## src/rtl/alu_mc_core.sv

```systemverilog
`default_nettype none
// ============================================================================
//  Module   : alu_mc_core
//  Purpose  : Parametrised multi-cycle ALU with valid/ready handshakes on both
//             sides, iterative restoring divider with divide-by-zero report,
//             barrel shifts and registered result/flag outputs.
//  Options  : ALU_SIGNED_EN - adds SIGNED input selecting two's-complement
//             compares, arithmetic SHR and sign-extended SUB.
//  Revision : 1.0 - initial release
// ============================================================================
module alu_mc_core #(
    parameter int WIDTH = 16
) (
    input  logic                 CLK,
    input  logic                 RST_N,
    input  logic                 IN_VALID,
    output logic                 IN_READY,
    input  logic [WIDTH-1:0]     A,
    input  logic [WIDTH-1:0]     B,
    input  logic [3:0]           ALU_FUN,
`ifdef ALU_SIGNED_EN
    input  logic                 SIGNED,
`endif
    output logic                 OUT_VALID,
    input  logic                 OUT_READY,
    output logic [2*WIDTH-1:0]   ALU_OUT,
    output logic                 ARITH_FLAG,
    output logic                 LOGIC_FLAG,
    output logic                 CMP_FLAG,
    output logic                 SHIFT_FLAG,
    output logic                 DIV_BY_ZERO
);

    localparam int SHW = $clog2(WIDTH);
    localparam int CW  = $clog2(WIDTH);
    localparam int DW  = 2 * WIDTH;

    // flag vector layout: {div_by_zero, shift, cmp, logic, arith}
    localparam logic [4:0] FL_ARITH = 5'b00001;
    localparam logic [4:0] FL_LOGIC = 5'b00010;
    localparam logic [4:0] FL_CMP   = 5'b00100;
    localparam logic [4:0] FL_SHIFT = 5'b01000;
    localparam logic [4:0] FL_DBZ   = 5'b10000;

    typedef enum logic [1:0] {
        S_IDLE = 2'd0,
        S_DIV  = 2'd1,
        S_DONE = 2'd2
    } state_t;

    state_t            state_q, state_d;
    logic [CW-1:0]     cnt_q, cnt_d;
    logic [WIDTH-1:0]  rem_q, rem_d;
    logic [WIDTH-1:0]  quo_q, quo_d;
    logic [WIDTH-1:0]  dsr_q, dsr_d;
    logic              out_valid_q, out_valid_d;
    logic [DW-1:0]     alu_out_q, alu_out_d;
    logic [4:0]        flags_q, flags_d;
    logic              rdy_en_q;

    logic              use_signed;
    logic [SHW-1:0]    sh;
    logic [WIDTH:0]    diff;
    logic [WIDTH-1:0]  shr_v;
    logic              a_gt, a_lt;
    logic [DW-1:0]     res;
    logic [4:0]        res_flags;
    logic [WIDTH:0]    rem_sh, trial;
    logic              take;
    logic              slot_free, in_ready, accept, long_div;

`ifdef ALU_SIGNED_EN
    assign use_signed = SIGNED;
`else
    assign use_signed = 1'b0;
`endif

    assign sh = B[SHW-1:0];

    // Single-cycle result and class flags for the operation presented at the inputs
    always_comb begin
        res       = '0;
        res_flags = '0;
        if (use_signed) begin
            diff  = {A[WIDTH-1], A} - {B[WIDTH-1], B};
            shr_v = $unsigned($signed(A) >>> sh);
            a_gt  = $signed(A) > $signed(B);
            a_lt  = $signed(A) < $signed(B);
        end else begin
            diff  = {1'b0, A} - {1'b0, B};
            shr_v = A >> sh;
            a_gt  = A > B;
            a_lt  = A < B;
        end
        case (ALU_FUN)
            4'd0:  begin res = {{(WIDTH-1){1'b0}}, {1'b0, A} + {1'b0, B}};       res_flags = FL_ARITH; end
            // the WIDTH+1-bit difference sign-extended equals the modular result
            4'd1:  begin res = {{(WIDTH-1){diff[WIDTH]}}, diff};                   res_flags = FL_ARITH; end
            4'd2:  begin res = {{WIDTH{1'b0}}, A} * {{WIDTH{1'b0}}, B};            res_flags = FL_ARITH; end
            // only used when B==0; a non-zero divisor runs through the iterative path
            4'd3:  begin
                res       = {A, {WIDTH{1'b1}}};
                res_flags = (B == '0) ? (FL_ARITH | FL_DBZ) : FL_ARITH;
            end
            4'd4:  begin res = {{WIDTH{1'b0}}, A & B};        res_flags = FL_LOGIC; end
            4'd5:  begin res = {{WIDTH{1'b0}}, A | B};        res_flags = FL_LOGIC; end
            4'd6:  begin res = {{WIDTH{1'b0}}, ~(A & B)};     res_flags = FL_LOGIC; end
            4'd7:  begin res = {{WIDTH{1'b0}}, ~(A | B)};     res_flags = FL_LOGIC; end
            4'd8:  begin res = {{WIDTH{1'b0}}, A ^ B};        res_flags = FL_LOGIC; end
            4'd9:  begin res = {{WIDTH{1'b0}}, ~(A ^ B)};     res_flags = FL_LOGIC; end
            4'd10: begin res = {{(DW-1){1'b0}}, A == B};      res_flags = FL_CMP;   end
            4'd11: begin res = {{(DW-2){1'b0}}, a_gt, 1'b0};  res_flags = FL_CMP;   end
            4'd12: begin res = {{(DW-2){1'b0}}, a_lt, a_lt};  res_flags = FL_CMP;   end
            4'd13: begin res = {{WIDTH{1'b0}}, shr_v};        res_flags = FL_SHIFT; end
            4'd14: begin res = {{WIDTH{1'b0}}, A << sh};      res_flags = FL_SHIFT; end
            default: begin res = '0;                          res_flags = '0;       end
        endcase
    end

    // One restoring-division step: shift in the next dividend bit, subtract if it fits
    always_comb begin
        rem_sh = {rem_q, quo_q[WIDTH-1]};
        trial  = rem_sh - {1'b0, dsr_q};
        take   = ~trial[WIDTH];
    end

    assign slot_free = ~out_valid_q | OUT_READY;
    assign in_ready  = rdy_en_q & (state_q == S_IDLE) & slot_free;
    assign accept    = IN_VALID & in_ready;
    assign long_div  = (ALU_FUN == 4'd3) && (B != '0);

    // Next-state, divider datapath and output-slot control
    always_comb begin
        state_d     = state_q;
        cnt_d       = cnt_q;
        rem_d       = rem_q;
        quo_d       = quo_q;
        dsr_d       = dsr_q;
        alu_out_d   = alu_out_q;
        flags_d     = flags_q;
        out_valid_d = out_valid_q & ~OUT_READY;
        case (state_q)
            S_IDLE: begin
                if (accept) begin
                    if (long_div) begin
                        state_d = S_DIV;
                        cnt_d   = '0;
                        rem_d   = '0;
                        quo_d   = A;
                        dsr_d   = B;
                    end else begin
                        out_valid_d = 1'b1;
                        alu_out_d   = res;
                        flags_d     = res_flags;
                    end
                end
            end
            S_DIV: begin
                rem_d = take ? trial[WIDTH-1:0] : rem_sh[WIDTH-1:0];
                quo_d = {quo_q[WIDTH-2:0], take};
                cnt_d = cnt_q + 1'b1;
                if (cnt_q == CW'(WIDTH - 1)) begin
                    state_d = S_DONE;
                end
            end
            S_DONE: begin
                // wait here rather than overwrite a result the consumer has not taken
                if (slot_free) begin
                    out_valid_d = 1'b1;
                    alu_out_d   = {rem_q, quo_q};
                    flags_d     = FL_ARITH;
                    state_d     = S_IDLE;
                end
            end
            default: state_d = S_IDLE;
        endcase
    end

    // State and output registers; rdy_en_q keeps IN_READY low until after reset release
    always_ff @(posedge CLK or negedge RST_N) begin
        if (!RST_N) begin
            state_q     <= S_IDLE;
            cnt_q       <= '0;
            rem_q       <= '0;
            quo_q       <= '0;
            dsr_q       <= '0;
            out_valid_q <= 1'b0;
            alu_out_q   <= '0;
            flags_q     <= '0;
            rdy_en_q    <= 1'b0;
        end else begin
            state_q     <= state_d;
            cnt_q       <= cnt_d;
            rem_q       <= rem_d;
            quo_q       <= quo_d;
            dsr_q       <= dsr_d;
            out_valid_q <= out_valid_d;
            alu_out_q   <= alu_out_d;
            flags_q     <= flags_d;
            rdy_en_q    <= 1'b1;
        end
    end

    assign IN_READY    = in_ready;
    assign OUT_VALID   = out_valid_q;
    assign ALU_OUT     = alu_out_q;
    assign ARITH_FLAG  = flags_q[0];
    assign LOGIC_FLAG  = flags_q[1];
    assign CMP_FLAG    = flags_q[2];
    assign SHIFT_FLAG  = flags_q[3];
    assign DIV_BY_ZERO = flags_q[4];

endmodule
`default_nettype wire
```

## config.mk

```make
export PLATFORM = sky130hd
export DESIGN_NAME = alu_mc_core
export DESIGN_NICKNAME = d
export VERILOG_FILES = /design/src/rtl/alu_mc_core.sv
export SDC_FILE = /design/constraint.sdc
export NUM_CORES = 1
export LEC_CHECK = 0
export CORE_ASPECT_RATIO = 0.7
export CORE_MARGIN = 2
export CORE_UTILIZATION = 28
export DETAILED_ROUTE_END_ITERATION = 8
export PLACE_DENSITY = 0.54
export SYNTH_ARGS = -nofsm -noshare
export SYNTH_HDL_FRONTEND = slang
export SYNTH_SLANG_ARGS = --single-unit
```

## constraint.sdc

```tcl
create_clock -name CLK -period 3.3 [get_ports CLK]
set_input_delay 0.66 -clock CLK [delete_from_list [all_inputs] [get_ports CLK]]
set_output_delay 0.66 -clock CLK [all_outputs]
set_load 0.03 [all_outputs]
```

==> impl_metrics.tcl <==
set metrics [dict create \
    path_max_fanout 6 \
    dr.pass1.iters 8 \
    yosys.area.top_type_share_pct 22.5 \
    maxCapViolations 0 \
    slowest_stage "fa_1" \
    hold_viol 0 \
    finalCritPeriodShare_pct 187 \
    vias 18600 \
    post-route-drc-count 6 \
    syn_to_final_growth_pct 47.4 \
    grt_overflow 0 \
    std_cell_rows 76 \
    die_height_um 213 \
    vias_per_cell 5.23 \
    start_util_pct 28.4 \
    grt_pass1_wl_um 123000 \
    dp_hpwl_um 67600 \
    detail_route.wirelength_um 83500 \
    synthFlopType "dfrtp_1" \
    fmax_mhz 162 \
    drive_gt1_share_pct 34.5 \
    finalNetCount 3133 \
    min_period_ps 6180 \
    fp.dieArea_sq_mm 0.0646 \
    pre_cts_ws_ps -3990 \
    dpl_cell_area_sq_mm 0.0229 \
    drtIter0Drc 1762 \
    io_pins 79 \
    core_area_sq_mm 0.0617 \
    layout_common_cells "468 x buf_4, 251 x nand2_1, 235 x inv_1, 202 x nor2_1, 177 x fa_1" \
    antenna_found_initial 3 \
    ir_drop_mv 1.17 \
    syn_inst 2193 \
    drv_slew 0 \
    cellPowerDensity_mw_per_mm2 1210 \
    rsz0062_at_grt "true" \
    hold_path_class "in2async" \
    utilization_pct 41.8 \
    synth_area_per_cell_sq_um 7.98 \
    slew_headroom_pct 33.4 \
    crit_required_ps 3620 \
    layout.cells.non_filler 3550 \
    fin_total_pwr_uw 31200 \
    synth_edf_count 0 \
    finalSetupViolations 31 \
    yosys-top-cells-area "fa_1 23%, dfrtp_1 13%, ha_1 12%" \
    cts_sinks 93 \
    start_kind "input pin" \
    layout_commonest_cell "buf_4" \
    grt_pass1_vias 18600 \
    setup_slack_ps -2880 \
    cts_buffer_depth 2 \
    syn-num-nets 2600 \
    run_status "finished, violations left" \
    grt_max_degree 60 \
    htree_levels 3 \
    die_x_um 303 \
    cts_root_buf "clkbuf_16" \
    ys_ff_latch 93 \
    critPathMostFrequentCell "fa_1" \
    path_class "in2reg" \
    io_buffers 78 \
    grtUsageTotal_pct 25.9 \
    place.gp.congestion 1.02 \
    violations "DRC, setup timing" \
    synth_cell_type_count 85 \
    cts_tree "done" \
    dp.cells 3432 \
    arrival_ps 6500 \
    ant_nets 0 \
    stdcell_area_sq_mm 0.0258 \
    worst_pin_slew_ps 986 \
    setup.worst_path.end_class "flip-flop" \
    cts_buffers 9 \
    syn_area_sq_mm 0.0175 \
    cellLeakagePower_uw 0.0120 \
    synth-seq-area-share_pct 13.3 \
    slowest_delay_ps 570 \
    synth_async_sr_flop_share_pct 100 \
    synth_top_cell_by_area "fa_1" \
    fin_skew_ps 16.5 \
    yosysWarnings 0 \
    clk_latency_ps 370 \
    n_antenna_cell 0 \
    wl_per_cell_um 23.5 \
    clkTransAtPathRegs_ps 80 \
    cp_cell_sequence "buf_6 -> clkinvlp_4 -> buf_12 -> nor2_4 -> fa_1 -> inv_1 -> fa_1 -> fa_1 -> inv_2 -> fa_1 -> fa_1 -> inv_2 -> fa_1 -> inv_2 -> ha_4 -> o2111a_2 -> nor3b_2 -> o21ai_2 -> a21oi_4 -> o21ai_4 -> o311a_4 -> or4_4 -> a31oi_2 -> a211o_1" \
]
layer usage:
layer	wire (um)	global-route usage (%)	vias to the layer above	share of wire, %
met1	39300	38.9	9261	47
met5	0	0	-	0
met3	7560	5.82	92	9.1
li1	-	-	8399	-
met4	1930	5.64	0	2.3
met2	34700	37.5	805	42
per-stage QoR:
stage / hold WS (ps) / TNS, ps
2_1_floorplan: 364 / -63530
3_5_place_dp: 475 / -102220
5_1_grt: 263 / -71870
3_3_place_gp: 465 / -100180
6_report: 241 / -68180
4_1_cts: 251 / -66690
worst max-delay path, delay by kind of cell:
family,cells,cell delay [ps]
AND/OR/NAND/NOR,3,630
buffers and inverters,7,520
adder cells (fa/ha/maj),7,3350
AO/OA/AOI/OAI,7,1310
worst paths after layout:
check	startpoint	end	slack, ps	cells past startpoint
setup / recovery	B[4]	ALU_OUT[29]$_DFFE_PN0P_	-2880	24
hold / removal	RST_N	quo_q[1]$_DFFE_PN0P_	240	1
setup reg to reg	quo_q[15]$_DFFE_PN0P_	rem_q[10]$_DFFE_PN0P_	160	14
hold reg to reg	dsr_q[8]$_DFFE_PN0P_	dsr_q[8]$_DFFE_PN0P_	490	2
max in group asynchronous	RST_N	rem_q[9]$_DFFE_PN0P_	2330	2
min in group CLK	dsr_q[8]$_DFFE_PN0P_	dsr_q[8]$_DFFE_PN0P_	490	2
registers in the layout (all words and copies together), names as in the netlist:
register   flops
flags_q        5
state_q        2
rdy_en_q       1
ALU_OUT       32
rem_q         16
OUT_VALID      1
cnt_q          4
dsr_q         16
quo_q         16
what timing repair did:
action | CTS | global route
gates resized for setup | 384 | 198
buffers inserted | 86 | 43
setup endpoints to repair | 32 | 49
pin swaps | 121 | 138
hold buffers | 0 | 0
cell type report:
type,instances,area [sq um]
Fill cell,6165,35900
Multi-Input combinational cell,1663,15100
Timing Repair Buffer,649,5770
Sequential cell,93,2330
Inverter,310,1260
Tap cell,819,1020
Clock buffer,9,225
Clock inverter,7,67.6
logic make-up after synthesis:
group / after synthesis / synth area share [%]
and+or+nand+nor: 660 / 16.2
AOI/OAI and AO/OA: 513 / 19.2
buffers and inverters: 437 / 9.50
adders and majority gates: 367 / 34.7
DFF: 93 / 13.3
xor gates and xnor gates: 70 / 3.50
muxes: 52 / 3.65
other: 1 / 0.0214
synthesized netlist by cell type (8+ instances only):
library cell / n
a211oi_1: 14
a21o_1: 30
a21oi_1: 142
a221oi_1: 29
a31oi_1: 15
and2_1: 9
and3_1: 14
buf_1: 18
buf_2: 18
clkbuf_1: 91
clkinv_1: 11
dfrtp_1: 93
fa_1: 197
ha_1: 170
inv_1: 295
mux2i_1: 39
mux4_2: 9
nand2_1: 267
nand2b_1: 20
nand3_1: 19
nand4_1: 12
nor2_1: 243
nor2b_1: 11
nor3_1: 32
o211ai_1: 20
o21a_1: 8
o21ai_0: 115
o21ai_1: 10
o21bai_1: 9
o22ai_1: 21
xnor2_1: 45
xor2_1: 25
power by group:
part	internal, uW	switching (uW)	total (uW)
combinational	13800	14200	28000
clock	531	540	1070
sequential	1590	478	2070
Power figures use the tool's default switching activity.
==> RTL change, RTL diff (config.mk and constraints unchanged) <==
Encoding of `state_t`: now one-hot (3 bits for 3 states).
--- a/src/rtl/alu_mc_core.sv
+++ b/src/rtl/alu_mc_core.sv
@@ -44,6 +44,6 @@
 
-    typedef enum logic [1:0] {
-        S_IDLE = 2'd0,
-        S_DIV  = 2'd1,
-        S_DONE = 2'd2
+    typedef enum logic [2:0] {
+        S_IDLE = 3'b001,
+        S_DIV  = 3'b010,
+        S_DONE = 3'b100
     } state_t;
Behaviour: no difference found for any inputs over 4 cycles, from zero or initial values and one cycle with RST_N low; so few cycles prove little.
==> RTL change against the unedited design <==
  * The run ends with setup timing left
  * Clock skew fell by 4.7 ps
  * Fmax is 2.9% higher
  * Synthesized area is 3.0% higher
  * Total power down 7.7%
  * Sequential cell count increased by 1
  * Die area rose by 3.0%
  * Wire length up 4.1%
  * Non-clock buffer count fell by 2
  * Worst setup slack better by 170 ps
  * Design area is 2.3% higher
  * Sequential power decreased by 22%
  * Critical path type unchanged
  * Critical endpoint is now ALU_OUT[25]
  * Largest power group unchanged
==> RTL change: results (changes against the unedited design) <==
[run_status]
violations=setup timing  ; was DRC, setup timing
outcome=complete, but fails checks  ; unchanged

[logic_synthesis]
synth-seq-area-share_pct=13.0  ; was 13.3%
yosys-top-cells-area=fa_1 (22%), dfrtp_1 (13%), ha_1 (12%)  ; was fa_1 (23%), dfrtp_1 (13%), ha_1 (12%)
synth.distinct_cells=98  ; was 85
yosys-top-cells-count=inv_1 (293), nand2_1 (261), nor2_1 (247)  ; was inv_1 (295), nand2_1 (267), nor2_1 (243)
synth_xor_area_share_pct=2.96  ; was 3.50%
synthesis.nets=2652  ; was 2600
synthMuxAreaShare_pct=4.20  ; was 3.65%

[setup_path]
worst_ep_arrival_time_ps=6260  ; was 6500 ps
reg2reg_depth=12  ; was 14
slowest_stage=fa_2  ; was fa_1

[clock_tree]
post_cts_resized=467  ; was 384
cts_setup_buffers=94  ; was 86

[layout]
num-clock-buffers=10  ; was 9
final-nonclk-buf-share_pct=21.4  ; was 22.3%
multi_input_cells=1700  ; was 1663
fillers=6351  ; was 6165
multi_input_area_share_pct=59.8  ; was 58.7%
seq_area_share_pct=8.92  ; was 9.02%
clk_share_pct=1.13  ; about the same
n_sequential_cell=94  ; was 93
layout.nets=3169  ; was 3133

[place]
place.gp.congestion=0.996  ; was 1.02
placed_cell_area_um2=23200  ; was 22900 um2
hpwl_um=71100  ; was 67600 um

[routing]
avgRoutedWirePerCell_um=24.2  ; was 23.5 um
vias=19176  ; was 18557
drt_iter0_markers=1820  ; was 1762
wl_met2_um=35700  ; was 34700 um
drt-met1-wl_um=40800  ; was 39300 um
met3_length_um=8270  ; was 7560 um
topRoutingLayerUsed=met5  ; was met4
first_pass_iters=6  ; was 8

[grt]
grt_max_degree=46  ; was 60
grt_pass1_wl_um=129000  ; was 123000 um
grtUsageMet1_pct=38.9  ; about the same

[power]
p_comb_uw=26100  ; was 28000 uW
p_leak_uw=0.0121  ; was 0.0120 uW
internal_power_uw=14400  ; was 15900 uW
p_per_area_nw_per_um2=1090  ; was 1210 nW/um2
ir_drop_mv=1.66  ; was 1.17 mV

[floorplan]
num_tap_cells=829  ; was 819

[sta]
skew_ps=11.8  ; was 16.5 ps
setup_slack_ps=-2710  ; was -2880 ps
tightest_slew_ps=798  ; was 986 ps
finalSetupViolCount=31  ; unchanged

-- RTL change: changes by cell type in the layout (fill, tap and decap cells not counted), sizes merged, moves of 8 or more --
cell	unedited run	this run
or3	7	15
a21oi	146	133
a211oi	14	26
a22oi	6	15
xnor2	45	35
o21ai	128	119
o22ai	21	11
nand3	20	38
a221oi	30	19
-- RTL change: through the flow --
stage / setup TNS [ps] / power, uW / cells
final: -64660 / 28800 / 3597
after global routing: -68240 / 30600 / 3596
after CTS: -65140 / 27100 / 3579
after detailed placement: -100470 / 20800 / 3476
after global placement: -99150 / 20600 / 3476
after floorplan: -61570 / 13300 / 2245
-- RTL change: final timing paths --
| kind | startpoint | to | slack (ps) |
|---|---|---|---|
| max | B[4] | ALU_OUT[25] | -2710 |
| max in group asynchronous | RST_N | ALU_OUT[20] | 2260 |
| min in group CLK | flags_q[1] | flags_q[1] | 490 |
| min | RST_N | flags_q[4] | 310 |
| min reg2reg | flags_q[1] | flags_q[1] | 490 |
| max reg2reg | quo_q[15] | rem_q[1] | 210 |
